$ cat config.mk
export PLATFORM = sky130hd
export DESIGN_NAME = regfile_seq
export DESIGN_NICKNAME = d
export VERILOG_FILES = /design/src/rtl/regfile_seq.sv
export SDC_FILE = /design/constraint.sdc
export NUM_CORES = 1
export LEC_CHECK = 0
export ABC_AREA = 1
export BUFFER_PORTS_ARGS = -buffer_cell sky130_fd_sc_hd__buf_2
export CORE_MARGIN = 4
export CORE_UTILIZATION = 50
export DETAILED_ROUTE_END_ITERATION = 8
export PLACE_DENSITY = 0.9
export SYNTH_ARGS = -nofsm -noshare
export SYNTH_HDL_FRONTEND = slang
export SYNTH_SLANG_ARGS = --single-unit
$ cat constraint.sdc
create_clock -name clk -period 3.4 [get_ports clk]
set_input_delay 0 -clock clk [delete_from_list [all_inputs] [get_ports clk]]
set_output_delay 0 -clock clk [all_outputs]
set_load 0.02 [all_outputs]
$ cat src/rtl/regfile_seq.sv
// Sequencer that shares one single-port register-file RAM between two operand
// reads and the writeback. Both operands return together as one registered bundle.
module regfile_seq #(
   parameter int DATA_W      = 32,
   parameter int ADDR_W      = 5,
   parameter bit WB_PRIORITY = 1'b1
) (
   input  logic              clk,
   input  logic              reset,
   input  logic              rd_req_valid,
   output logic              rd_req_ready,
   input  logic [ADDR_W-1:0] rs1_addr,
   input  logic [ADDR_W-1:0] rs2_addr,
   output logic              op_valid,
   output logic [DATA_W-1:0] rs1_data,
   output logic [DATA_W-1:0] rs2_data,
   input  logic              wb_valid,
   output logic              wb_ready,
   input  logic [ADDR_W-1:0] wb_addr,
   input  logic [DATA_W-1:0] wb_data,
   output logic              busy,
   output logic              ram_ce,
   output logic              ram_oce,
   output logic              ram_wre,
   output logic [ADDR_W-1:0] ram_ad,
   output logic [DATA_W-1:0] ram_din,
   input  logic [DATA_W-1:0] ram_dout,
   output logic              ram_reset
);

   typedef enum logic [2:0] {
      S_IDLE = 3'd0,
      S_RD1  = 3'd1,
      S_RD2  = 3'd2,
      S_CAP  = 3'd3,
      S_DONE = 3'd4,
      S_WB   = 3'd5
   } state_t;

   state_t              r_state;
   logic [ADDR_W-1:0]   r_rs1_q;
   logic [ADDR_W-1:0]   r_rs2_q;
   logic                r_op_valid;
   logic [DATA_W-1:0]   r_rs1_data;
   logic [DATA_W-1:0]   r_rs2_data;
   logic                r_ram_ce;
   logic                r_ram_wre;
   logic [ADDR_W-1:0]   r_ram_ad;
   logic [DATA_W-1:0]   r_ram_din;

   logic                w_idle;
   logic                w_rd_hs;
   logic                w_wb_hs;

   // Arbitration happens only in IDLE; the losing side sees ready low that cycle.
   assign w_idle       = (r_state == S_IDLE) && !reset;
   assign rd_req_ready = w_idle && !(wb_valid && WB_PRIORITY);
   assign wb_ready     = w_idle && !(rd_req_valid && !WB_PRIORITY);
   assign w_rd_hs      = rd_req_valid && rd_req_ready;
   assign w_wb_hs      = wb_valid && wb_ready;

   always_ff @(posedge clk) begin
      if (reset) begin
         r_state    <= S_IDLE;
         r_rs1_q    <= '0;
         r_rs2_q    <= '0;
         r_op_valid <= 1'b0;
         r_rs1_data <= '0;
         r_rs2_data <= '0;
         r_ram_ce   <= 1'b0;
         r_ram_wre  <= 1'b0;
         r_ram_ad   <= '0;
         r_ram_din  <= '0;
      end else begin
         r_op_valid <= 1'b0;
         case (r_state)
            S_IDLE: begin
               if (w_rd_hs) begin
                  r_rs1_q   <= rs1_addr;
                  r_rs2_q   <= rs2_addr;
                  r_ram_ad  <= rs1_addr;
                  r_ram_ce  <= 1'b1;
                  r_ram_wre <= 1'b0;
                  r_state   <= S_RD1;
               end else if (w_wb_hs && (wb_addr != '0)) begin
                  // Writes to x0 are accepted but dropped without touching the RAM.
                  r_ram_ad  <= wb_addr;
                  r_ram_din <= wb_data;
                  r_ram_ce  <= 1'b1;
                  r_ram_wre <= 1'b1;
                  r_state   <= S_WB;
               end
            end
            S_RD1: begin
               r_ram_ad <= r_rs2_q;
               r_state  <= S_RD2;
            end
            S_RD2: begin
               r_rs1_data <= (r_rs1_q == '0) ? '0 : ram_dout;
               r_ram_ce   <= 1'b0;
               r_state    <= S_CAP;
            end
            S_CAP: begin
               r_rs2_data <= (r_rs2_q == '0) ? '0 : ram_dout;
               r_op_valid <= 1'b1;
               r_state    <= S_DONE;
            end
            S_DONE: begin
               r_state <= S_IDLE;
            end
            S_WB: begin
               r_ram_ce  <= 1'b0;
               r_ram_wre <= 1'b0;
               r_state   <= S_IDLE;
            end
            default: begin
               r_ram_ce  <= 1'b0;
               r_ram_wre <= 1'b0;
               r_state   <= S_IDLE;
            end
         endcase
      end
   end

   assign op_valid  = r_op_valid;
   assign rs1_data  = r_rs1_data;
   assign rs2_data  = r_rs2_data;
   assign busy      = (r_state != S_IDLE);
   assign ram_ce    = r_ram_ce;
   assign ram_oce   = 1'b1;
   assign ram_wre   = r_ram_wre;
   assign ram_ad    = r_ram_ad;
   assign ram_din   = r_ram_din;
   assign ram_reset = reset;

endmodule

Yosys cells after proc, flatten, opt, wreduce, memory -nomap -nowiden
Index checks and enable logic that the tools add are counted.
{"block": "op_classes", "n_eq_ne": 5, "mux": 14, "n_bitwise": 3, "reduce_logical": 20}
{"operator": "$mux 32", "count": 2}
{"operator": "$pmux 3 s4", "count": 1}
{"operator": "$logic_not 5->1", "count": 2}
{"operator": "$mux 5", "count": 2}
{"operator": "$pmux 5 s2", "count": 1}
{"operator": "$reduce_and 2->1", "count": 4}
{"operator": "$eq 3x2->1 const B", "count": 2}
{"operator": "$mux 3", "count": 2}
{"operator": "$logic_and 1x1->1", "count": 5}
{"operator": "$reduce_bool 5->1", "count": 1}
{"operator": "$mux 1", "count": 4}
{"operator": "$pmux 1 s2", "count": 2}
{"operator": "$reduce_or 4->1", "count": 1}
{"operator": "$eq 3x1->1 const B", "count": 1}
{"operator": "$eq 3x3->1 const B", "count": 1}
{"operator": "$logic_not 3->1", "count": 1}
{"operator": "$ne 3x2->1 const B", "count": 1}
{"operator": "$not 1->1", "count": 3}
{"operator": "$reduce_and 3->1", "count": 1}
{"operator": "$reduce_bool 3->1", "count": 1}
{"operator": "$reduce_or 3->1", "count": 1}
{"operator": "$logic_not 1->1", "count": 2}
{"operator": "$reduce_bool 2->1", "count": 1}
{"block": "totals", "register_bits": 117, "output_inout_bits": 109, "wordCells": 52}

Logic depth before layout (Yosys ltp)
{"block": "depth", "word_depth": 7, "ltp_mapped": 10, "ltp_nobuf": 9}

Least setup slack after synthesis
Ideal clock, no wire load.
{"block": "synth_path", "kind": "flip-flop to flip-flop", "start": "register r_state[0]", "end": "register r_rs2_q[1]", "setup_time_ns": 0.116, "arrival_time_ns": 1.152, "required_ns": 3.284, "slack_ns": 2.133, "path_stages_with_launch": 8, "n_path_buf": 3, "cell_sequence": "dfxtp_1 buf_6 nor2_4 nand4_2 buf_2 buf_6 o21ai_0 nor2_1"}
{"block": "synth_between", "elab_chain_cells": 5}
{"item": "start: declaration", "line": "40", "rtl": "state_t r_state;"}
{"item": "start signal: assignment", "line": "64", "rtl": "r_state <= S_IDLE;"}
{"item": "start signal: assignment", "line": "84", "rtl": "r_state <= S_RD1;"}
{"item": "start signal: assignment", "line": "91", "rtl": "r_state <= S_WB;"}
{"item": "$logic_not 3->1 *", "line": "56, 76"}
{"item": "$logic_and 1x1->1", "line": "56", "rtl": "assign w_idle = (r_state == S_IDLE) && !reset;"}
{"item": "$logic_and 1x1->1", "line": "57", "rtl": "assign rd_req_ready = w_idle && !(wb_valid && WB_PRIORITY);"}
{"item": "$logic_and 1x1->1", "line": "59", "rtl": "assign w_rd_hs = rd_req_valid && rd_req_ready;"}
{"item": "$reduce_and 2->1 (no line) *"}
{"item": "end signal: assignment", "line": "80", "rtl": "r_rs2_q <= rs2_addr;"}
{"item": "end: declaration", "line": "42", "rtl": "logic [ADDR_W-1:0] r_rs2_q;"}
Every way passes the cells marked *; elsewhere a longest branch is shown, timed or not.
A chain may end at the register's enable or synchronous reset.

Worst setup path after layout
{"block": "layout_path", "start": "register r_state[0]", "end": "register r_rs1_q[4]"}
{"block": "layout_between", "elab_chain_cells": 5}
{"item": "$logic_not 3->1 *", "line": "56, 76"}
{"item": "$logic_and 1x1->1", "line": "56"}
{"item": "$logic_and 1x1->1", "line": "57"}
{"item": "$logic_and 1x1->1", "line": "59"}
{"item": "$reduce_and 2->1 (no line) *"}
{"item": "end signal: assignment", "line": "79", "rtl": "r_rs1_q <= rs1_addr;"}
{"item": "end: declaration", "line": "41", "rtl": "logic [ADDR_W-1:0] r_rs1_q;"}
Marked as above.

==> metrics.cfg <==
[logic_synthesis]
syn_inst=569
ys_seq_area_share_pct=52.6
synth_seq_cells=117
synth_cell_types=28
avgSynthCellArea_um2=7.83
syn_area_um2=4450
ys_warn_count=0
synthesis.nets=652

[pwr]
power_uw=5550
leakage_uw=0.00323
powerDensity_nw_per_um2=805
ir_drop_v=0.000451

[worst_setup_path]
arrival_ns=2.85
crit_type=reg2reg
cp_max_fo=8
crit_path_end_kind=flop
cp-start-kind=flop
required_ns=3.83
r2r_cells=7

[sta]
tns_ns=0
hold_viol_final=0
fin_crit_sh_pct=71.1
min_period_ns=2.42
fmax_ghz=0.414
tightest_slew_ns=1.17
slew_headroom_pct=21.8
slew_violations=0
skew_ns=0.00870
setup_viol=0
timing.final.ws_setup_ns=0.983
rsz0062_at_grt=false

[routing]
drtIter0Drc=355
vias_per_cell=5.44
dr.pass1.iters=5
ant_nets=0
via_count=5176
routed_wl_mm=15.8
avgRoutedWirePerCell_um=16.6
drc=0

[cells_and_area]
mostFrequentLayoutCells=buf_2 (190), dfxtp_1 (117), o21ai_0 (96), nand2_1 (95), dlygate4sd3_1 (91)
drive_gt1_share_pct=28.8
nets=913
fin_cells=952
syn2layout_area_growth_pct=54.8
final_util_pct=79.5
final_common_cell=buf_2

[clock_network]
htreeDepth=4
cts_num_sinks=117
cts_buffers=17
cts_root_buffer=clkbuf_8
cts.clk_slew.worst_paths_ns=0.06
cts_max_path_buffers=2
post_cts_resized=0
tritoncts=yes
clk_latency_ns=0.50

[placement]
place.gp.congestion=0.798
dp_hpwl_mm=8.80
dp_slack_ns=1.38
port_buffers=190
dp_cells=828

[die]
die_h_um=102
row_count=34
die_area_um2=10500
die_x_um=102
start_util_pct=51.3
core_um2=8680
num_io_pins=192

[min_path]
hold_path_class=in2reg
holdPathStages=6

[run_status]
status=finished clean

[grt]
grt_pass1_wl_mm=24.5
antenna_found_initial=1
overflow=0
track_usage_pct=29.9
grt_start_max_net_pins=55
grt_pass1_vias=5239

[flow_run]
max-cap-violations=0

worst max-delay path: stages, from the launching register on:
cell and delay, ns:
dfxtp_1 0.43, nor2_4 0.20, nand2_2 0.12, nor2_4 0.16, nand3_1 0.15, dlygate4sd3_1 0.60
a21oi_1 0.12, dlygate4sd3_1 0.57
logic make-up (layout without fill, tap and decap cells):
group / after synthesis / count (layout) / share of synthesized area, %
buffers and inverters: 61 / 335 / 6.74
AOI/OAI and AO/OA: 181 / 181 / 20.4
other: 1 / 2 / 0.0842
and+or+nand+nor: 209 / 209 / 20.1
DFF: 117 / 117 / 52.6
power by group:
part           total [µW]  internal, µW  switching (µW)
sequential           1820          1650             171
combinational        1850           609            1250
clock                1870          1260             613
total                5550          3520            2030
flip-flops by register name (all words and copies together), names as in the netlist:
name / flops
ram_ce: 1
r_rs1_q: 5
rs2_data: 32
r_state: 3
ram_din: 32
ram_wre: 1
rs1_data: 32
op_valid: 1
r_rs2_q: 5
ram_ad: 5
area by class of cell:
class	count	area [µm²]
antenna	1	2.50
inverter	18	68.8
clock inverter	13	206
sequential	117	2340
tap	108	135
clock buffer	19	422
timing repair buffer	285	1890
fill	543	1780
multi-input combinational	391	1830
worst paths after layout:
path / startpoint / to / slack, ns
max: r_state[0] / r_rs1_q[4] / 0.98
min: wb_valid / ram_ad[3] / 0.11
max reg2reg: r_state[0] / r_rs1_q[4] / 0.98
min reg2reg: ram_din[5] / ram_din[5] / 0.48
per-stage QoR:
stage               area, µm²  hold WS, ns
CTS                      6890       0.0536
finish                   6900        0.114
global placement         5350        0.262
detailed placement       5350        0.260
floorplan                4450       0.0426
global route             6900        0.105
cells in the mapped netlist (all sizes together):
library cell / number / share of area, %
a21oi: 78 / 8.8
nand3b: 1 / 0.17
nand2: 98 / 8.7
clkbuf: 23 / 2.0
o21a: 1 / 0.17
inv: 17 / 1.4
nor3b: 1 / 0.17
a211oi: 1 / 0.17
o21ai: 101 / 11
nand4: 1 / 0.28
or2: 3 / 0.42
clkinv: 1 / 0.11
nor4: 1 / 0.28
dfxtp: 117 / 53
nor3: 4 / 0.45
conb: 1 / 0.084
buf: 20 / 3.2
nand3: 12 / 1.6
nor2: 88 / 8.1
what timing repair did:
action,in CTS,in global routing
hold buffers,91,0
endpoints found under the hold margin,116,0
buffers inserted,0,0
metal layers:
| metal | part of all wire [%] | track usage [%] |
|---|---|---|
| met5 | 0 | 0 |
| met4 | 4.7 | 18.3 |
| met3 | 8.8 | 8.53 |
| met2 | 50 | 52.6 |
| met1 | 36 | 31.5 |
Note: power is estimated with default switching activity, not from simulation.
